$ cat src/rtl/rf_wb_arbiter.sv
// rtl/rf_wb_arbiter.sv - register-file write-port arbiter between pipeline write-back and a long-latency FIFO
module rf_wb_arbiter #(
    parameter int DEPTH    = 2,
    parameter int MAX_WAIT = 4
) (
    input  logic                     clk,
    input  logic                     rst,
    input  logic                     pipe_en,
    input  logic [3:0]               pipe_addr,
    input  logic [31:0]              pipe_data,
    input  logic                     mc_valid,
    input  logic [3:0]               mc_addr,
    input  logic [31:0]              mc_data,
    output logic                     mc_ready,
    output logic                     rf_we,
    output logic [3:0]               rf_waddr,
    output logic [31:0]              rf_wdata,
    output logic                     stall_req,
    output logic [15:0]              busy_mask,
    output logic [$clog2(DEPTH):0]   q_count
);

    localparam int PW = (DEPTH > 1) ? $clog2(DEPTH) : 1;
    localparam int CW = $clog2(DEPTH) + 1;
    localparam int WW = $clog2(MAX_WAIT + 1);

    logic [3:0]       mem_addr [DEPTH];
    logic [31:0]      mem_data [DEPTH];
    logic [DEPTH-1:0] valid;
    logic [PW-1:0]    wr_ptr;
    logic [PW-1:0]    rd_ptr;
    logic [WW-1:0]    wait_cnt;

    logic fifo_ne;
    logic push;
    logic grant_fifo;
    logic grant_pipe;

    assign fifo_ne   = (q_count != '0);
    assign mc_ready  = !rst && (q_count < CW'(DEPTH));
    assign push      = mc_valid && mc_ready;
    assign stall_req = (wait_cnt == WW'(MAX_WAIT));

    // A starved head preempts the pipeline; otherwise the FIFO only drains in idle slots.
    assign grant_fifo = fifo_ne && (stall_req || !pipe_en);
    assign grant_pipe = pipe_en && !grant_fifo;

    always_comb begin
        busy_mask = '0;
        for (int i = 0; i < DEPTH; i++) begin
            if (valid[i]) begin
                busy_mask[mem_addr[i]] = 1'b1;
            end
        end
    end

    // Payload storage needs no reset; the valid bits qualify every entry.
    always_ff @(posedge clk) begin
        if (!rst && push) begin
            mem_addr[wr_ptr] <= mc_addr;
            mem_data[wr_ptr] <= mc_data;
        end
    end

    always_ff @(posedge clk) begin
        if (rst) begin
            rf_we    <= 1'b0;
            rf_waddr <= '0;
            rf_wdata <= '0;
            wr_ptr   <= '0;
            rd_ptr   <= '0;
            q_count  <= '0;
            valid    <= '0;
            wait_cnt <= '0;
        end else begin
            rf_we <= grant_fifo || grant_pipe;
            if (grant_fifo) begin
                rf_waddr      <= mem_addr[rd_ptr];
                rf_wdata      <= mem_data[rd_ptr];
                valid[rd_ptr] <= 1'b0;
                rd_ptr        <= rd_ptr + PW'(1);
            end else if (grant_pipe) begin
                rf_waddr <= pipe_addr;
                rf_wdata <= pipe_data;
            end

            // Push and pop never target the same slot: push needs not-full, pop needs not-empty.
            if (push) begin
                valid[wr_ptr] <= 1'b1;
                wr_ptr        <= wr_ptr + PW'(1);
            end

            case ({push, grant_fifo})
                2'b10:   q_count <= q_count + CW'(1);
                2'b01:   q_count <= q_count - CW'(1);
                default: q_count <= q_count;
            endcase

            if (!fifo_ne || grant_fifo) begin
                wait_cnt <= '0;
            end else if (grant_pipe && !stall_req) begin
                wait_cnt <= wait_cnt + WW'(1);
            end
        end
    end

endmodule

$ cat config.mk
export PLATFORM = sky130hd
export DESIGN_NAME = rf_wb_arbiter
export DESIGN_NICKNAME = d
export VERILOG_FILES = /design/src/rtl/rf_wb_arbiter.sv
export SDC_FILE = /design/constraint.sdc
export NUM_CORES = 1
export LEC_CHECK = 0
export ABC_CLOCK_PERIOD_IN_PS = 3200
export BUFFER_PORTS_ARGS = -buffer_cell sky130_fd_sc_hd__buf_4
export CAP_MARGIN = 20
export CORE_ASPECT_RATIO = 1.2
export CORE_UTILIZATION = 40
export DETAILED_ROUTE_END_ITERATION = 10
export PLACE_DENSITY_LB_ADDON = 0.12
export SLEW_MARGIN = 10
export SYNTH_ARGS = -nofsm -noshare
export SYNTH_HDL_FRONTEND = slang
export SYNTH_SLANG_ARGS = --single-unit
$ cat constraint.sdc
create_clock -name clk -period 3.2 [get_ports clk]
set_clock_uncertainty 0.2 [all_clocks]
set_input_delay 0.48 -clock clk [delete_from_list [all_inputs] [get_ports clk]]
set_output_delay 0.48 -clock clk [all_outputs]
set_load 0.03 [all_outputs]
==> impl_results.md <==
* Crit path largest cell delay at 550 ps
* Fraction of layout cells with a size suffix above 1 at 37.45%
* Final worst-path cycle share at 76.51%
* Max cap viols at 0
* Seq pwr share at 41.0%
* Worst reg2reg setup slack at 790 ps
* Die Wd at 99.66 microns
* Antenna Nets Post-Route at 0
* Die Height at 119.2 microns
* Vias at 3299
* Delay-heaviest family, CP: simple AND/OR/NAND/NOR gates
* Slowest CP cell: or3b_2
* Setup repair bufs after CTS at 0
* Fmax at 0.4085 GHz
* Total Power at 4.882 mW
* M3 GR Usage at 4.871%
* Grt met1 use at 21.38%
* Final Util at 57.12%
* CTS sink cnt at 119
* NumNets Final at 544
* Synth Register Bits at 119
* IO buf count at 132
* Placer congestion estimate at 0.8367
* First-pass GRT wire length at 16220 microns
* Initial Util at 41.29%
* Slew Limit Fails at 0
* Post-synthesis async set-or-reset flop share at 0%
* DR pass1 iterations at 4
* Internal Power at 3.519 mW
* Crit path required time at 2520 ps
* CP Launch Type: flop
* Cell Pwr Density at 770.9 nW/um^2
* Worst path bufs/invs at 1
* Hold WC Path Type: in2reg
* Final setup fails at 0
* Avg Synthesized Cell Area at 14.00 sq um
* YS warnings at 0
* Cell Count, Final, Fillers Out at 632
* Synth top area cells: edfxtp_1, dfxtp_1, mux2i_1
* Syn-to-layout area delta at 38.34%
* Area leader, netlist: edfxtp_1
* CORE AREA at 11090 sq um
* Slew margin rel. at 27.61%
* CTS root buffer: clkbuf_16
* Max IR drop VDD at 0.0004506 V
* DIE AREA at 11880 sq um
* Worst path cell trace: or3b_2 -> o22ai_1 -> buf_4
* Post-DP HPWL at 7226 microns
* Worst-Margin Slew at 1081 ps
* NetSw at 1.364 mW
* Post-layout minimum cycle time at 2448 ps
* Fin. Hold Viols at 0
* Combinational share of power at 20.3%
* Vias in the first global route at 3172
* WL/cell at 16.73 microns
* Crit path kind: reg2out
* Num CTS Buffers at 17
* Global-route usage over all layers at 18.11%
* Worst-path clk slew at 60 ps
* Most numerous cell in the Yosys netlist: edfxtp_1
* Number of DRC markers in iteration 0 at 161
* Met2 Track Usage GR at 30.95%
* Syn Inst Count at 327
* Post-DR vias/cell at 5.220
* Seq/Total Area, Yosys at 67.78%
* Clock latency on the worst-skew pair at 400 ps
* Syn Nets at 406
* Routed wire length at 10580 microns
* CP Data Arrival Time at 1770 ps
* CP Capture Type: output port
* # placed instances at 600
* TNS Setup at 0 ps
* Synth unique cells at 33
* H-tree depth at 4
* Synth top area share at 47.23%
* Number of synthesized flops with an enable pin at 72
* Post_cts resized at 0
* Worst-path fanout max at 5
* Synth cell count leaders: edfxtp_1, dfxtp_1, a32oi_1, mux2i_1, o21ai_1
* RSZ-0062 raised after global routing: false
* DR DRC count at 0
* Switching portion of total power at 27.93%
* Grt peak-use layer: met2
* Clock Tree Buf Depth at 2
* Largest net degree at the start of global routing at 37
* Status: finished clean
* Dominant synthesized flop cell: edfxtp_1
* Total congestion overflow at 0
* Std cell rows at 42
* I/O Pins at 133
* Synth Cell Area at 4578 sq um
* CTS Hold Bufs at 0
* Initial antenna violation count at 0
* Clock Power Share at 38.7%
* CTS tree: yes
* Antenna Cells at 0
* Static leakage at 2.365 nW
-- power by group through the flow --
| stage | combinational (mW) | clock, mW | sequential [mW] |
|---|---|---|---|
| global route | 1.06 | 1.99 | 2.03 |
| floorplan | 0.500 | 0 | 2.14 |
| CTS | 1.00 | 1.92 | 2.01 |
| finish | 0.990 | 1.89 | 2.00 |
| global placement | 0.988 | 0 | 2.03 |
| detailed placement | 1.00 | 0 | 2.03 |
-- flip-flops by register name, indices dropped and copies added (netlist names), named ones only --
signal	count
rd_ptr	1
valid	2
wait_cnt	3
rf_waddr	4
mem_addr	8
rf_we	1
q_count	2
wr_ptr	1
rf_wdata	32
mem_data	64
-- metal layers --
layer  wire [microns]  vias up
met5                0        -
met4               87        0
met3              497        7
met2             5630      115
met1             4360     1606
li1                 -     1571
-- placed cells by master (no fill, tap or decap), types with 2 or more instances in the layout --
cell / n
a21oi_1: 4
a32oi_1: 36
buf_4: 140
bufinv_16: 2
clkbuf_1: 2
clkbuf_16: 18
clkbuf_8: 4
clkinv_1: 2
clkinv_2: 3
clkinvlp_4: 2
dfxtp_1: 46
edfxtp_1: 72
ha_1: 3
inv_1: 5
mux2i_1: 36
nand2_1: 2
nand2b_1: 4
nand3_1: 7
nand3b_1: 2
nor2_1: 9
nor2b_1: 2
o21ai_0: 10
o21ai_1: 30
o22ai_1: 14
o32ai_1: 2
or2_2: 2
or3_1: 3
or3b_2: 2
xnor2_1: 3
-- worst paths after layout --
path,start,endpoint,cells past startpoint
worst min-delay path,mc_data[31],mem_data[1][31],1
worst min register to register,wait_cnt[0],wait_cnt[0],1
worst max register to register,q_count[1],mem_data[1][19],4
worst max-delay path,mem_addr[0][3],busy_mask[0],3
-- cell type report --
cell class              instances  area [sq um]
inverters                       6         22.52
clock inverters                 8         93.84
multi-input cells             181          1356
fillers                       934          4755
well taps                     154         192.7
clock buffers                  24         513.0
flip-flops and latches        119          3104
repair buffers                140          1051
-- cells by family (layout without fill, tap and decap cells) --
group	Yosys count	count (layout)	synth area share, %
buffers and inverters	27	178	3.115
muxes	36	36	7.871
DFF	119	119	67.78
xor gates and xnor gates	4	4	0.7654
AOI/OAI and AO/OA	99	99	14.70
and+or+nand+nor	39	39	4.947
adders and majority gates	3	3	0.8200
-- metrics by stage --
step	hold WS, ps	area (sq um)	worst slack, ps
after floorplan	217.3	4581	273.8
after global placement	230.1	5727	721.9
after detailed placement	237.3	5727	622.3
after CTS	46.17	6334	679.0
after global routing	46.14	6334	553.4
final	59.66	6334	751.8
Note: power is estimated with default switching activity, not from simulation.
